## src/rtl/fir_pkg.sv

```systemverilog
// Shared types and defaults for the stereo FIR equalizer sequencer.
package fir_pkg;

  typedef enum logic [1:0] {IDLE, WRITE, RUN, DRAIN} fir_seq_state_t;

  localparam int NUM_FILTERS_DEFAULT = 4;
  localparam int ADDR_W_DEFAULT      = 8;

  // Keeps select ports at least one bit wide for a single-filter bank.
  function automatic int filt_width(input int n);
    return (n > 1) ? $clog2(n) : 1;
  endfunction

  localparam int FILT_W = filt_width(NUM_FILTERS_DEFAULT);

endpackage

```

## src/rtl/fir_strobe_delay.sv

```systemverilog
// Delays the RUN-cycle MAC flags and filter index by the buffer/coefficient read latency.
module fir_strobe_delay
  import fir_pkg::*;
#(
  parameter int RD_LAT = 1,
  parameter int W      = 3 + FILT_W
) (
  input  logic         clk,
  input  logic         reset_n,
  input  logic         flush,
  input  logic [W-1:0] d,
  output logic [W-1:0] q
);

  if (RD_LAT == 0) begin : g_bypass
    logic unused_inputs;
    assign unused_inputs = ^{clk, reset_n, flush};
    assign q = d;
  end else begin : g_pipe
    logic [W-1:0] pipe [RD_LAT];

    always_ff @(posedge clk) begin
      if (!reset_n || flush) begin
        for (int i = 0; i < RD_LAT; i++) pipe[i] <= '0;
      end else begin
        pipe[0] <= d;
        for (int i = 1; i < RD_LAT; i++) pipe[i] <= pipe[i-1];
      end
    end

    assign q = pipe[RD_LAT-1];
  end

endmodule

```

## src/rtl/fir_sequencer.sv

```systemverilog
// Per-sample scheduler: writes the new L/R pair, then walks every filter and tap,
// generating buffer/coefficient addresses, MAC strobes and result flags.
module fir_sequencer
  import fir_pkg::*;
#(
  parameter int NUM_FILTERS = NUM_FILTERS_DEFAULT,
  parameter int ADDR_W      = ADDR_W_DEFAULT,
  parameter int RD_LAT      = 1
) (
  input  logic                                 clk,
  input  logic                                 reset_n,
  input  logic                                 audio_en,
  input  logic                                 sample_valid,
  input  logic [7:0]                           taps_per_filter,
  input  logic                                 overrun_clr,
  output logic                                 buf_we,
  output logic [ADDR_W-1:0]                    buf_wr_addr,
  output logic [ADDR_W-1:0]                    buf_rd_addr,
  output logic [filt_width(NUM_FILTERS)-1:0]   coef_filter,
  output logic [7:0]                           coef_tap,
  output logic                                 mac_clr,
  output logic                                 mac_en,
  output logic                                 mac_last,
  output logic                                 result_valid,
  output logic [filt_width(NUM_FILTERS)-1:0]   result_filter,
  output logic                                 busy,
  output logic                                 overrun
);

  localparam int              FW         = filt_width(NUM_FILTERS);
  localparam logic [FW-1:0]   LAST_FILT  = FW'(NUM_FILTERS - 1);
  localparam logic [7:0]      DRAIN_LAST = 8'((RD_LAT > 0) ? RD_LAT - 1 : 0);

  fir_seq_state_t state, next_state;

  logic [ADDR_W-1:0] wptr, newest;
  logic [7:0]        taps_q, tap, drain_cnt;
  logic [FW-1:0]     filt, mac_filt;
  logic              tap_last, filt_last;
  logic              run_en, run_clr, run_last;
  logic              flush;
  logic [FW+2:0]     strobe_d, strobe_q;

  assign tap_last  = (tap == taps_q - 8'd1);
  assign filt_last = (filt == LAST_FILT);
  assign flush     = !audio_en;

  always_ff @(posedge clk) begin
    if (!reset_n || !audio_en) state <= IDLE;
    else                       state <= next_state;
  end

  always_comb begin
    next_state = state;
    case (state)
      IDLE:    if (sample_valid) next_state = WRITE;
      WRITE:   next_state = (taps_q == 8'd0) ? IDLE : RUN;
      RUN:     if (tap_last && filt_last) next_state = (RD_LAT == 0) ? IDLE : DRAIN;
      DRAIN:   if (drain_cnt == DRAIN_LAST) next_state = IDLE;
      default: next_state = IDLE;
    endcase
  end

  always_comb begin
    buf_we      = 1'b0;
    buf_rd_addr = '0;
    coef_filter = '0;
    coef_tap    = '0;
    run_en      = 1'b0;
    run_clr     = 1'b0;
    run_last    = 1'b0;
    busy        = (state != IDLE);
    case (state)
      WRITE: buf_we = 1'b1;
      RUN: begin
        buf_rd_addr = newest - ADDR_W'(tap);
        coef_filter = filt;
        coef_tap    = tap;
        run_en      = 1'b1;
        run_clr     = (tap == 8'd0);
        run_last    = tap_last;
      end
      default: ;
    endcase
  end

  assign buf_wr_addr = wptr;

  // Pointers and counters; an abort rewinds the write pointer so the buffers restart clean.
  always_ff @(posedge clk) begin
    if (!reset_n) begin
      wptr      <= '0;
      newest    <= '0;
      taps_q    <= '0;
      tap       <= '0;
      filt      <= '0;
      drain_cnt <= '0;
    end else if (!audio_en) begin
      wptr      <= '0;
      tap       <= '0;
      filt      <= '0;
      drain_cnt <= '0;
    end else begin
      case (state)
        IDLE: if (sample_valid) taps_q <= taps_per_filter;
        WRITE: begin
          newest    <= wptr;
          wptr      <= wptr + ADDR_W'(1);
          tap       <= '0;
          filt      <= '0;
          drain_cnt <= '0;
        end
        RUN: begin
          if (tap_last) begin
            tap  <= '0;
            filt <= filt + FW'(1);
          end else begin
            tap <= tap + 8'd1;
          end
        end
        DRAIN: drain_cnt <= drain_cnt + 8'd1;
        default: ;
      endcase
    end
  end

  // A late sample is dropped; a new event outranks a simultaneous clear.
  always_ff @(posedge clk) begin
    if (!reset_n)                                     overrun <= 1'b0;
    else if (audio_en && sample_valid && busy)        overrun <= 1'b1;
    else if (overrun_clr)                             overrun <= 1'b0;
  end

  assign strobe_d = {run_en, run_clr, run_last, coef_filter};

  fir_strobe_delay #(
    .RD_LAT (RD_LAT),
    .W      (FW + 3)
  ) u_strobe_delay (
    .clk     (clk),
    .reset_n (reset_n),
    .flush   (flush),
    .d       (strobe_d),
    .q       (strobe_q)
  );

  assign {mac_en, mac_clr, mac_last} = strobe_q[FW+2:FW];
  assign mac_filt                    = strobe_q[FW-1:0];

  always_ff @(posedge clk) begin
    if (!reset_n || !audio_en) begin
      result_valid  <= 1'b0;
      result_filter <= '0;
    end else begin
      result_valid <= mac_last;
      if (mac_last) result_filter <= mac_filt;
    end
  end

endmodule

```

## config.mk

```make
export PLATFORM = sky130hd
export DESIGN_NAME = fir_sequencer
export DESIGN_NICKNAME = d
export VERILOG_FILES = /design/src/rtl/fir_pkg.sv /design/src/rtl/fir_strobe_delay.sv /design/src/rtl/fir_sequencer.sv
export SDC_FILE = /design/constraint.sdc
export NUM_CORES = 1
export LEC_CHECK = 0
export CAP_MARGIN = 0
export CELL_PAD_IN_SITES_DETAIL_PLACEMENT = 1
export CELL_PAD_IN_SITES_GLOBAL_PLACEMENT = 1
export CORE_ASPECT_RATIO = 1.1
export CORE_MARGIN = 1.5
export CORE_UTILIZATION = 40
export DETAILED_ROUTE_END_ITERATION = 10
export GPL_TIMING_DRIVEN = 0
export PLACE_DENSITY = 0.8
export SLEW_MARGIN = 40
export SYNTH_ARGS = -nofsm -noshare
export SYNTH_HDL_FRONTEND = slang
export SYNTH_SLANG_ARGS = --single-unit
export TNS_END_PERCENT = 10
```

## constraint.sdc

```tcl
create_clock -name clk -period 3.62 [get_ports clk]
set_input_delay 1.086 -clock clk [delete_from_list [all_inputs] [get_ports clk]]
set_output_delay 1.086 -clock clk [all_outputs]
set_load 0.1 [all_outputs]
```

==> summary.md <==
| Metric | Value |
|---|---|
| CTS clock-pin slew for the worst setup and hold paths | `0.12 ns` |
| Num CTS Buffers | `5` |
| Worst Path Buf+Inv | `2` |
| Pre-antenna DRT Iters | `7` |
| Synthesized flop and latch total | `53` |
| EDFF count, synth | `0` |
| Die footprint | `7998 µm²` |
| CORE AREA | `7127 µm²` |
| RSZ-0062 raised after global routing | `false` |
| Status | `finished, violations left` |
| Period minus WS final | `3.502 ns` |
| Via density | `5.322` |
| Sequential fraction of the synthesis area | `0.3551` |
| Io pins | `48` |
| Final worst path period share | `0.9675` |
| Initial antenna violation count | `0` |
| Antenna cells | `0` |
| Synth Net Count | `382` |
| CP Class | `reg2out` |
| Final hold slack | `0.4808 ns` |
| LEAKAGE | `0.001394 µW` |
| Sinks on Clock Net | `53` |
| Antenna viol nets, final | `0` |
| Port bufs | `47` |
| Endpoints failing hold | `0` |
| # setup viols final | `0` |
| CP Cell Sequence | `ha_2, inv_1, fa_2, a21oi_2, o21bai_1, a21o_1, a21oi_2, xnor2_1, and2_4, buf_12` |
| Max Cap Viol | `0` |
| CP max stage cell | `dfxtp_4` |
| Startpoint types | `flip-flop` |
| Min-Delay Path Class | `reg2reg` |
| Failing checks | `design-rule violations` |
| Most common cell after layout, fill and taps aside | `dfxtp_1` |
| Global-route wire length before repair | `12820 µm` |
| Remaining DRCs | `3` |
| Routability Congestion | `0.8104` |
| Fillers | `898` |
| Final worst slack | `0.1176 ns` |
| Die X | `85.41 µm` |
| Layout area overhead | `18.13%` |
| Worst path arrival time | `2.42 ns` |
| Max Clk Rate | `285.5 MHz` |
| Largest net degree at the start of global routing | `19` |
| Htree depth | `2` |
| FFs w/ async S/R, synth | `0` |
| CTS tree | `done` |
| Max stage delay on crit path | `0.42 ns` |
| Via count of the routed design | `2592` |
| Worst slew margin | `0.6049` |
| CTS Buffer Depth | `2` |
| Overall Global Routing Usage | `0.1988` |
| Setup TNS | `0 ns` |
| Synth Cell Area | `2988 µm²` |
| Initial Util | `0.4192` |
| # rows | `32` |
| Final slew viol count | `0` |
| PD cells | `306.6 nW/µm²` |
| Avg Cell Area, Syn | `8.561 µm²` |
| Worst Tran Pin Value | `0.5926 ns` |
| Worst path top cell family by delay | `compound AO/OA/AOI/OAI gates` |
| HPWL after DPL | `5777 µm` |
| Gate Count Post-Synth | `349` |
| Root buf cell | `clkbuf_8` |
| CP Max Fanout | `7` |
| Setup slack at placement | `-0.01404 ns` |
| Worst vdd ir | `165.2 µV` |
| Wire length per cell | `15.59 µm` |
| Die height | `93.65 µm` |
| Vias in the first global route | `2659` |
| First DRT Iteration DRCs | `69` |
| CP Data Required Time | `2.53 ns` |
| Post-synth top flop | `dfxtp_1` |
| Final wirelength | `7594 µm` |
| Gr ovfl total | `0` |
| Netlist cell types | `47` |
| Most frequent cells in the layout | `dfxtp_1, buf_2, nand2_1` |
| Crit end category | `output pin` |
| Warnings from Yosys | `0` |
| Layout cells sized above 1 | `0.1617` |
| Clk_skew | `0.01454 ns` |
| Fin nets | `434` |
| Crit-path most repeated cell | `a21oi_2` |
| Post-CTS setup repair buffer count | `0` |
| Worst-skew pair later-pin latency | `0.33 ns` |
[cell families (layout without fill, tap and decap cells)]
kind of cell / count (synthesis) / count (layout) / synth area share
simple gates: 144 / 144 / 0.2634
fa+ha+maj: 20 / 20 / 0.08627
buf+inv: 37 / 90 / 0.04983
xor+xnor: 22 / 22 / 0.06449
flops: 53 / 53 / 0.3551
compound gates: 57 / 57 / 0.1269
mux: 16 / 16 / 0.05402
[cell usage after synthesis, drive strengths merged (2+ instances only)]
master   n  share of area
o21bai   2         0.0050
nand3   22          0.037
xnor2   13          0.038
mux2i   15          0.050
a211oi   2         0.0050
o21a     2         0.0050
nand2b   6          0.013
buf      4         0.0084
or3      3         0.0080
or2      3         0.0063
xor2     9          0.026
ha      19          0.080
inv     23          0.029
nand2   27          0.034
a21boi   9          0.024
a21oi   20          0.034
o21ai    8          0.013
o22ai    7          0.015
clkbuf  10          0.013
nor2    19          0.024
and2    22          0.046
nand4    8          0.017
nor3     9          0.018
nor4     2         0.0092
and3     5          0.010
nor2b   14          0.029
dfxtp   53           0.36
[timing repair]
action                     CTS  global route
hold buffers                 0             0
hold endpoints to repair     0             0
setup endpoints to repair    6            10
resized for setup           12             9
cloned                       0             0
[per-layer routing]
layer	routed length, µm	global-route usage	vias up	part of all wire
met1	3333	0.2421	1255	0.44
met4	72	0.04704	0	0.0095
met3	201	0.02913	5	0.026
li1	-	-	1298	-
met2	3987	0.3655	34	0.53
met5	0	0	-	0
[cell type report]
cell class              count  area [µm²]  area share
flip-flops and latches     53        1067      0.3024
plain buffers              12       56.30     0.01595
repair buffers             47       326.6     0.09252
inverters                  23       86.33     0.02446
well taps                  85       106.4     0.03013
clock inverters             3       25.02    0.007090
multi-input cells         259        1793      0.5080
clock buffers               5       68.82     0.01950
[path summary, 6_finish.rpt]
path,endpoint,slack [ns],depth (start not counted),startpoint
hold reg to reg,newest[0]$_SDFFE_PN0P_,0.48,2,newest[0]$_SDFFE_PN0P_
setup reg to reg,tap[2]$_SDFFE_PN0P_,0.93,10,taps_q[0]$_SDFFE_PN0P_
setup / recovery,buf_rd_addr[6],0.12,10,tap[0]$_SDFFE_PN0P_
hold / removal,newest[0]$_SDFFE_PN0P_,0.48,2,newest[0]$_SDFFE_PN0P_
[stage by stage]
stage	utilization	instances	power, µW	area [µm²]
after floorplan	-	349	691.7	2988
after global placement	0.5002	481	725.8	3565
after detailed placement	0.4756	481	728.3	3390
after CTS	0.4935	489	1094	3517
after global routing	0.4953	487	1123	3530
final	0.4953	487	1082	3530
[worst min-delay path: cells and delay by family, from the launching register on]
family	cells	cell delay, ns
AOI/OAI and AO/OA	1	0.07
DFF	1	0.33
and+or+nand+nor	1	0.05
[power breakdown]
group          internal [µW]  switching [µW]  total (µW)
Combinational           47.6            71.0         119
Sequential               588            7.92         596
Clock                    142             226         368
[sequential cells by signal, summed over array words and instances, names as in the netlist, named ones only]
register / cells
buf_wr_addr: 8
result_filter: 2
drain_cnt: 8
result_valid: 1
tap: 8
u_strobe_delay.g_pipe.pipe: 5
taps_q: 8
state: 1
filt: 2
newest: 8
overrun: 1
Note: power is estimated with default switching activity, not from simulation.
